<file path="src/rtl/loop_replay_reader_pkg.sv">
// Shared loop-buffer definitions used by both the loop detector (writer)
// and the replay reader.
//   state_t      : reader FSM encoding (IDLE=0, FILL=1, REPLAY=2, EXIT=3)
//   NOP_INSTR    : instruction word shown whenever no replay entry is valid
//   XLEN_DEFAULT : default PC / instruction width
package loop_replay_reader_pkg;

    localparam int          XLEN_DEFAULT = 32;
    localparam logic [31:0] NOP_INSTR    = 32'h0000_0013;

    typedef enum logic [1:0] {
        IDLE   = 2'd0,
        FILL   = 2'd1,
        REPLAY = 2'd2,
        EXIT   = 2'd3
    } state_t;

endpackage

</file>
<file path="src/rtl/loop_body_mem.sv">
// Loop-body storage: DEPTH x W register array.
//   clk   : rising-edge clock
//   we    : write enable, one entry per cycle
//   waddr : write slot
//   wdata : packed {pc, instruction}
//   raddr : read slot (asynchronous read)
//   rdata : contents of slot raddr
// Contents are not reset; the reader only reads slots it has written.
module loop_body_mem #(
    parameter int DEPTH = 8,
    parameter int W     = 64,
    parameter int AW    = $clog2(DEPTH)
) (
    input  logic          clk,
    input  logic          we,
    input  logic [AW-1:0] waddr,
    input  logic [W-1:0]  wdata,
    input  logic [AW-1:0] raddr,
    output logic [W-1:0]  rdata
);

    logic [W-1:0] mem [DEPTH];

    always_ff @(posedge clk) begin
        if (we) begin
            mem[waddr] <= wdata;
        end
    end

    assign rdata = mem[raddr];

endmodule

</file>
<file path="src/rtl/loop_replay_reader.sv">
// Read side of the loop buffer. Captures a loop body pushed by the loop
// detector, replays it cyclically into IF/ID while fetch is blocked, and on
// a loop-exit mispredict flushes and redirects fetch to the fall-through PC.
//   clk, reset       : clock, synchronous active-low reset
//   wr_valid/wr_pc/wr_instr/wr_last/wr_ready : body write handshake
//   bubble_idex      : downstream stall, holds the replay output
//   mispredict       : loop exit resolved, ends replay
//   active           : replay in progress (fetch blocked)
//   out_valid/out_pc/out_instruction : replayed entry (NOP when invalid)
//   flush/new_pc     : one-cycle redirect at replay exit
//   overflow         : one-cycle pulse when a body longer than DEPTH is dropped
//   state            : current FSM state, for debug and checkers
//
// Handshake: an entry transfers on every rising edge where wr_valid and
// wr_ready are both 1; the writer holds wr_valid and its data until then.
module loop_replay_reader
    import loop_replay_reader_pkg::*;
#(
    parameter int DEPTH = 8,
    parameter int XLEN  = XLEN_DEFAULT
) (
    input  logic            clk,
    input  logic            reset,
    input  logic            wr_valid,
    input  logic [XLEN-1:0] wr_pc,
    input  logic [XLEN-1:0] wr_instr,
    input  logic            wr_last,
    output logic            wr_ready,
    input  logic            bubble_idex,
    input  logic            mispredict,
    output logic            active,
    output logic            out_valid,
    output logic [XLEN-1:0] out_pc,
    output logic [XLEN-1:0] out_instruction,
    output logic            flush,
    output logic [XLEN-1:0] new_pc,
    output logic            overflow,
    output state_t          state
);

    localparam int AW = $clog2(DEPTH);

    state_t          state_q, state_next;
    logic [AW-1:0]   wr_cnt_q, wr_cnt_next;
    logic [AW-1:0]   rd_ptr_q, rd_ptr_next;
    logic [AW:0]     len_q, len_next;
    logic [XLEN-1:0] last_pc_q, last_pc_next;

    logic            wr_ready_next, active_next, out_valid_next;
    logic            flush_next, overflow_next;
    logic [XLEN-1:0] out_pc_next, out_instr_next, new_pc_next;

    logic              accept, mem_we, load_from_wr, load_from_mem;
    logic [2*XLEN-1:0] rdata;

    loop_body_mem #(
        .DEPTH (DEPTH),
        .W     (2 * XLEN),
        .AW    (AW)
    ) u_mem (
        .clk   (clk),
        .we    (mem_we),
        .waddr (wr_cnt_q),
        .wdata ({wr_pc, wr_instr}),
        .raddr (rd_ptr_next),
        .rdata (rdata)
    );

    always_comb begin
        state_next     = state_q;
        wr_cnt_next    = wr_cnt_q;
        rd_ptr_next    = rd_ptr_q;
        len_next       = len_q;
        last_pc_next   = last_pc_q;
        flush_next     = 1'b0;
        new_pc_next    = '0;
        overflow_next  = 1'b0;
        mem_we         = 1'b0;
        load_from_wr   = 1'b0;
        load_from_mem  = 1'b0;
        accept         = wr_valid & wr_ready;

        case (state_q)
            IDLE: begin
                if (accept) begin
                    mem_we       = 1'b1;
                    len_next     = (AW+1)'(1);
                    last_pc_next = wr_pc;
                    if (wr_last) begin
                        // Single-entry loop: slot 0 is written this very
                        // edge, so show the write data instead of memory.
                        state_next   = REPLAY;
                        wr_cnt_next  = '0;
                        rd_ptr_next  = '0;
                        load_from_wr = 1'b1;
                    end else begin
                        state_next  = FILL;
                        wr_cnt_next = AW'(1);
                    end
                end
            end
            FILL: begin
                if (mispredict) begin
                    state_next  = IDLE;
                    wr_cnt_next = '0;
                end else if (accept) begin
                    mem_we = 1'b1;
                    if (wr_last) begin
                        state_next    = REPLAY;
                        len_next      = {1'b0, wr_cnt_q} + (AW+1)'(1);
                        last_pc_next  = wr_pc;
                        wr_cnt_next   = '0;
                        rd_ptr_next   = '0;
                        load_from_mem = 1'b1;
                    end else if (wr_cnt_q == AW'(DEPTH - 1)) begin
                        state_next    = IDLE;
                        wr_cnt_next   = '0;
                        overflow_next = 1'b1;
                    end else begin
                        wr_cnt_next = wr_cnt_q + AW'(1);
                    end
                end
            end
            REPLAY: begin
                if (mispredict) begin
                    state_next  = EXIT;
                    flush_next  = 1'b1;
                    new_pc_next = last_pc_q + XLEN'(4);
                end else begin
                    // A stall re-reads the same slot, which holds the output.
                    load_from_mem = 1'b1;
                    if (!bubble_idex) begin
                        rd_ptr_next = ({1'b0, rd_ptr_q} == len_q - (AW+1)'(1))
                                      ? '0 : rd_ptr_q + AW'(1);
                    end
                end
            end
            EXIT: begin
                state_next = IDLE;
            end
            default: begin
                state_next = IDLE;
            end
        endcase

        out_valid_next = 1'b0;
        out_pc_next    = '0;
        out_instr_next = XLEN'(NOP_INSTR);
        if (load_from_wr) begin
            out_valid_next = 1'b1;
            out_pc_next    = wr_pc;
            out_instr_next = wr_instr;
        end else if (load_from_mem) begin
            out_valid_next = 1'b1;
            out_pc_next    = rdata[2*XLEN-1:XLEN];
            out_instr_next = rdata[XLEN-1:0];
        end

        wr_ready_next = (state_next == IDLE) || (state_next == FILL);
        active_next   = (state_next == REPLAY) || (state_next == EXIT);
    end

    always_ff @(posedge clk) begin
        if (!reset) begin
            state_q         <= IDLE;
            wr_cnt_q        <= '0;
            rd_ptr_q        <= '0;
            len_q           <= '0;
            last_pc_q       <= '0;
            wr_ready        <= 1'b1;
            active          <= 1'b0;
            out_valid       <= 1'b0;
            out_pc          <= '0;
            out_instruction <= XLEN'(NOP_INSTR);
            flush           <= 1'b0;
            new_pc          <= '0;
            overflow        <= 1'b0;
        end else begin
            state_q         <= state_next;
            wr_cnt_q        <= wr_cnt_next;
            rd_ptr_q        <= rd_ptr_next;
            len_q           <= len_next;
            last_pc_q       <= last_pc_next;
            wr_ready        <= wr_ready_next;
            active          <= active_next;
            out_valid       <= out_valid_next;
            out_pc          <= out_pc_next;
            out_instruction <= out_instr_next;
            flush           <= flush_next;
            new_pc          <= new_pc_next;
            overflow        <= overflow_next;
        end
    end

    assign state = state_q;

endmodule

</file>
<file path="config.mk">
export PLATFORM = sky130hd
export DESIGN_NAME = loop_replay_reader
export DESIGN_NICKNAME = d
export VERILOG_FILES = /design/src/rtl/loop_replay_reader_pkg.sv /design/src/rtl/loop_body_mem.sv /design/src/rtl/loop_replay_reader.sv
export SDC_FILE = /design/constraint.sdc
export NUM_CORES = 1
export LEC_CHECK = 0
export CAP_MARGIN = 5
export CORE_MARGIN = 2
export CORE_UTILIZATION = 65
export CTS_BUF_LIST = sky130_fd_sc_hd__clkbuf_8
export CTS_CLUSTER_SIZE = 16
export DETAILED_ROUTE_END_ITERATION = 10
export HOLD_SLACK_MARGIN = 0.12
export PLACE_DENSITY = 0.9
export SYNTH_ARGS = -nofsm -noshare
export SYNTH_HDL_FRONTEND = slang
export SYNTH_SLANG_ARGS = --single-unit
</file>
<file path="constraint.sdc">
create_clock -name clk -period 21.5 [get_ports clk]
set_input_delay 4.3 -clock clk [delete_from_list [all_inputs] [get_ports clk]]
set_output_delay 4.3 -clock clk [all_outputs]
set_load 0.01 [all_outputs]
</file>
==> metrics.md <==
| Metric | Value |
|---|---|
| Clock Path Buffers | `3` |
| Crit Reg-Reg Endpoint | `out_instruction[10]$_SDFF_PN0_` |
| CTS Sinks | `roughly 660` |
| Ys Warns | `0` |
| Number of remaining DRC errors | `0` |
| GRT overflow | `0` |
| Worst Setup End Kind | `register` |
| Placement Cell Area | `27,000 um^2` |
| DR pass1 iterations | `5` |
| Post-DP HPWL | `27,900 um` |
| CTS tree | `done` |
| Vias | `~14k` |
| Pleak | `approximately 12 nW` |
| Fmax | `between 0.1 and 0.15 GHz` |
| Final period util | `about a third` |
| Commonest non-fill, non-tap cell in the layout | `edfxtp_1` |
| Setup WS pre-CTS | `between 10 and 15 ns` |
| Seq/Total Area, Yosys | `between 70 and 80%` |
| Postcts setup bufs | `0` |
| Placed Instances | `2,132` |
| Req. time, crit path | `roughly 22 ns` |
| Final Hold Fails | `0` |
| Reg2reg start | `len_q[0]$_SDFFE_PN0P_` |
| Clock Power Share | `around 37%` |
| Register area | `18,300 um^2` |
| Ys flop type | `edfxtp_1` |
| Max Cap Viol | `0` |
| First-pass GRT wire length | `about 83,000 um` |
| Netlist cell types | `47` |
| Net Sw Frac | `23.1%` |
| Synth Instances | `1,515` |
| Crit. Startpoint | `wr_last` |
| Status | `finished, final reports clean` |
| Rows | `71` |
| GRT Overall Usage | `27.0%` |
| Min Tclk post-route | `7.36 ns` |
| I/O Buffers | `around 170` |
| Ys async rst share | `0%` |
| Layout Nets | `around 1.8k` |
| R2r worst-path depth | `10` |
| Die X-Extent | `around 200 um` |
| Setup_tns | `0 ns` |
| IO Pins | `173` |
| Tightest Hold Check Type | `register to register` |
| RSZ-0062 raised after global routing | `no` |
| Vias in the first global route | `roughly 15k` |
| CP Max Fanout | `168` |
| Core area | `between 30,000 and 40,000 um^2` |
| Setup violators final | `0` |
| Number of enable flip-flop cells after synthesis | `512` |
| Worst-path clk slew | `roughly 0.060 ns` |
| Routed Antenna Nets | `0` |
| Wire per inst | `23.7 um` |
| Worst Path Arrival | `approximately 8 ns` |
| Worst-margin pin slew | `around 1.2 ns` |
| Worst setup margin | `approximately 14 ns` |
| Sequential power share | `about 55%` |
| PwrDens | `just over 90 nW/um^2` |
| Syn_nets | `around 1.6k` |
| Critical Path Start Type | `primary input` |
| Starting Density | `about two thirds` |
| Number of hold buffers added after cts | `0` |
| Final setup skew | `between 0.03 and 0.04 ns` |
| Initial antenna violation count | `0` |
| Die H | `about 200 um` |
| Die Footprint | `between 40,000 and 50,000 um^2` |
| Peak VDD IR | `a little over 0.00007 V` |
| Via density | `slightly above 6` |
| Largest net degree at the start of global routing | `around 170` |
| Ant diodes | `0` |
| DRT iter0 DRCs | `roughly 1.4k` |
| Pint | `around 2 mW` |
| Netlist Area Pre-Place | `around 25,000 um^2` |
| Net switching power | `608 uW` |
| Fillers | `about 2.0k` |
| Yosys reg bits | `~660` |
| Layout cell share with drive strength beyond 1 | `a little under a tenth` |
| Routability Congestion | `~0.86` |
| Most frequent cells in the layout | `512 x edfxtp_1, 312 x mux2i_1, 172 x clkdlybuf4s50_1` |
| Max-slew violation count | `0` |
| Worst skew pair latency | `about 0.66 ns` |
| Routed wire length | `approximately 55,000 um` |
| Final Cell Area | `~29,000 um^2` |
| Multi-input gate area | `slightly above 6000 um^2` |
| Critical Setup Path Class | `primary input to register` |
| Post-cts resize count | `0` |
| CTS Buf Count | `between 90 and 100` |
| Finished Layout Cells | `~2.3k` |
| Clk root buf | `clkbuf_8` |
| Mean Syn Cell Area | `about 17 um^2` |
| Setup crit end | `out_instruction[10]$_SDFF_PN0_` |
| Register-to-register setup slack | `between 15 and 20 ns` |
| Comb power frac | `slightly below 8%` |
| Slew headroom | `a little over a fifth` |
| H-tree levels | `3` |
| Area Overhead vs Synth | `15.7%` |
==> area by class of cell <==
type | instances | area share [%]
clock buffers | 111 | 5.28
clock inverters | 68 | 1.37
inverters | 14 | 0.181
multi-input cells | 761 | 21.4
flip-flops and latches | 657 | 63.1
well taps | 511 | 2.21
repair buffers | 189 | 6.43
==> Yosys cell counts, types with 2 or more instances <==
master      n  area share, %
edfxtp_1  512             61
mux2i_1   312             12
dfxtp_1   145             12
nand2_1    86            1.3
o22ai_1    66            1.7
a221o_1    61            2.4
nor2_1     39           0.59
a21boi_0   37            1.1
buf_6      29            1.3
clkbuf_1   24           0.36
buf_2      20           0.40
nand3_1    19           0.38
xor2_1     18           0.63
inv_1      14           0.21
a21oi_1    12           0.24
xnor2_1    11           0.39
and3_1     10           0.25
and2_1      9           0.23
ha_1        9           0.45
buf_4       8           0.24
o21ai_0     8           0.16
nor2b_1     7           0.18
nor3_1      7           0.14
mux2_2      6           0.27
nand2b_1    5           0.13
nand4_1     4           0.10
or3_1       4           0.10
a221oi_2    3           0.18
mux2_1      3           0.14
nor3b_1     3          0.090
and4_1      2          0.070
buf_1       2          0.030
nand3_2     2          0.080
nand3b_1    2          0.060
nor4_1      2          0.050
o211ai_2    2           0.10
o21a_1      2          0.060
==> metrics by stage <==
stage          utilization [%]  hold slack (ns)  power, mW
2_1_floorplan                -            0.430       1.59
3_3_place_gp              71.6            0.447       1.66
3_5_place_dp              71.6            0.462       1.67
4_1_cts                   76.7            0.469       2.64
5_1_grt                   76.7            0.500       2.72
6_report                  76.7            0.471       2.63
==> worst min path at each step <==
stage / startpoint / endpoint / slack, ns / cells after the start
finish: last_pc_q[0]$_SDFFE_PN0P_ / last_pc_q[0]$_SDFFE_PN0P_ / 0.47 / 2
global route: last_pc_q[0]$_SDFFE_PN0P_ / new_pc[0]$_SDFF_PN0_ / 0.50 / 1
CTS: last_pc_q[0]$_SDFFE_PN0P_ / last_pc_q[0]$_SDFFE_PN0P_ / 0.47 / 2
detailed placement: last_pc_q[0]$_SDFFE_PN0P_ / last_pc_q[0]$_SDFFE_PN0P_ / 0.46 / 2
global placement: last_pc_q[1]$_SDFFE_PN0P_ / last_pc_q[1]$_SDFFE_PN0P_ / 0.45 / 2
floorplan: last_pc_q[0]$_SDFFE_PN0P_ / new_pc[0]$_SDFF_PN0_ / 0.43 / 1
==> state kept, by name, indices dropped and copies added (netlist names) <==
signal	cells
active	1
flush	1
last_pc_q	32
len_q	4
new_pc	32
out_instruction	32
out_pc	32
out_valid	1
overflow	1
rd_ptr_q	3
state	2
u_mem.mem	512
wr_cnt_q	3
wr_ready	1
==> layer usage <==
layer  wire length [um]  part of all wire, %  global-route usage (%)  vias to the layer above
li1                   -                    -                       -                     6296
met4               1520                  2.8                    10.8                        0
met3               4860                  8.9                    5.39                      123
met1              21800                   40                    36.1                     7060
met2              26500                   48                    43.9                      768
met5                  0                    0                       0                        -
==> worst max-delay path, stage by stage <==
cell and delay [ns]:
clkdlybuf4s50_1 0.56, and3_1 0.37, o211ai_2 0.15, nand2_1 0.11, o21a_4 0.49, buf_12 0.89, mux2i_1 0.39, mux2i_1 0.14
a221o_1 0.31
==> kinds of logic after synthesis <==
| family | Yosys count | synth area share, % |
|---|---|---|
| compound gates | 196 | 6.09 |
| xor+xnor | 29 | 1.02 |
| fa+ha+maj | 9 | 0.450 |
| buf+inv | 97 | 2.55 |
| flops | 657 | 73.1 |
| mux | 321 | 12.9 |
| simple gates | 206 | 3.97 |
==> power by group through the flow <==
stage / Sequential (mW) / Clock, mW / Combinational [mW]
finish: 1.44 / 0.980 / 0.209
global route: 1.44 / 1.05 / 0.224
CTS: 1.44 / 0.991 / 0.208
detailed placement: 1.47 / 0 / 0.205
global placement: 1.46 / 0 / 0.196
floorplan: 1.47 / 0 / 0.122
Note: power is estimated with default switching activity, not from simulation.
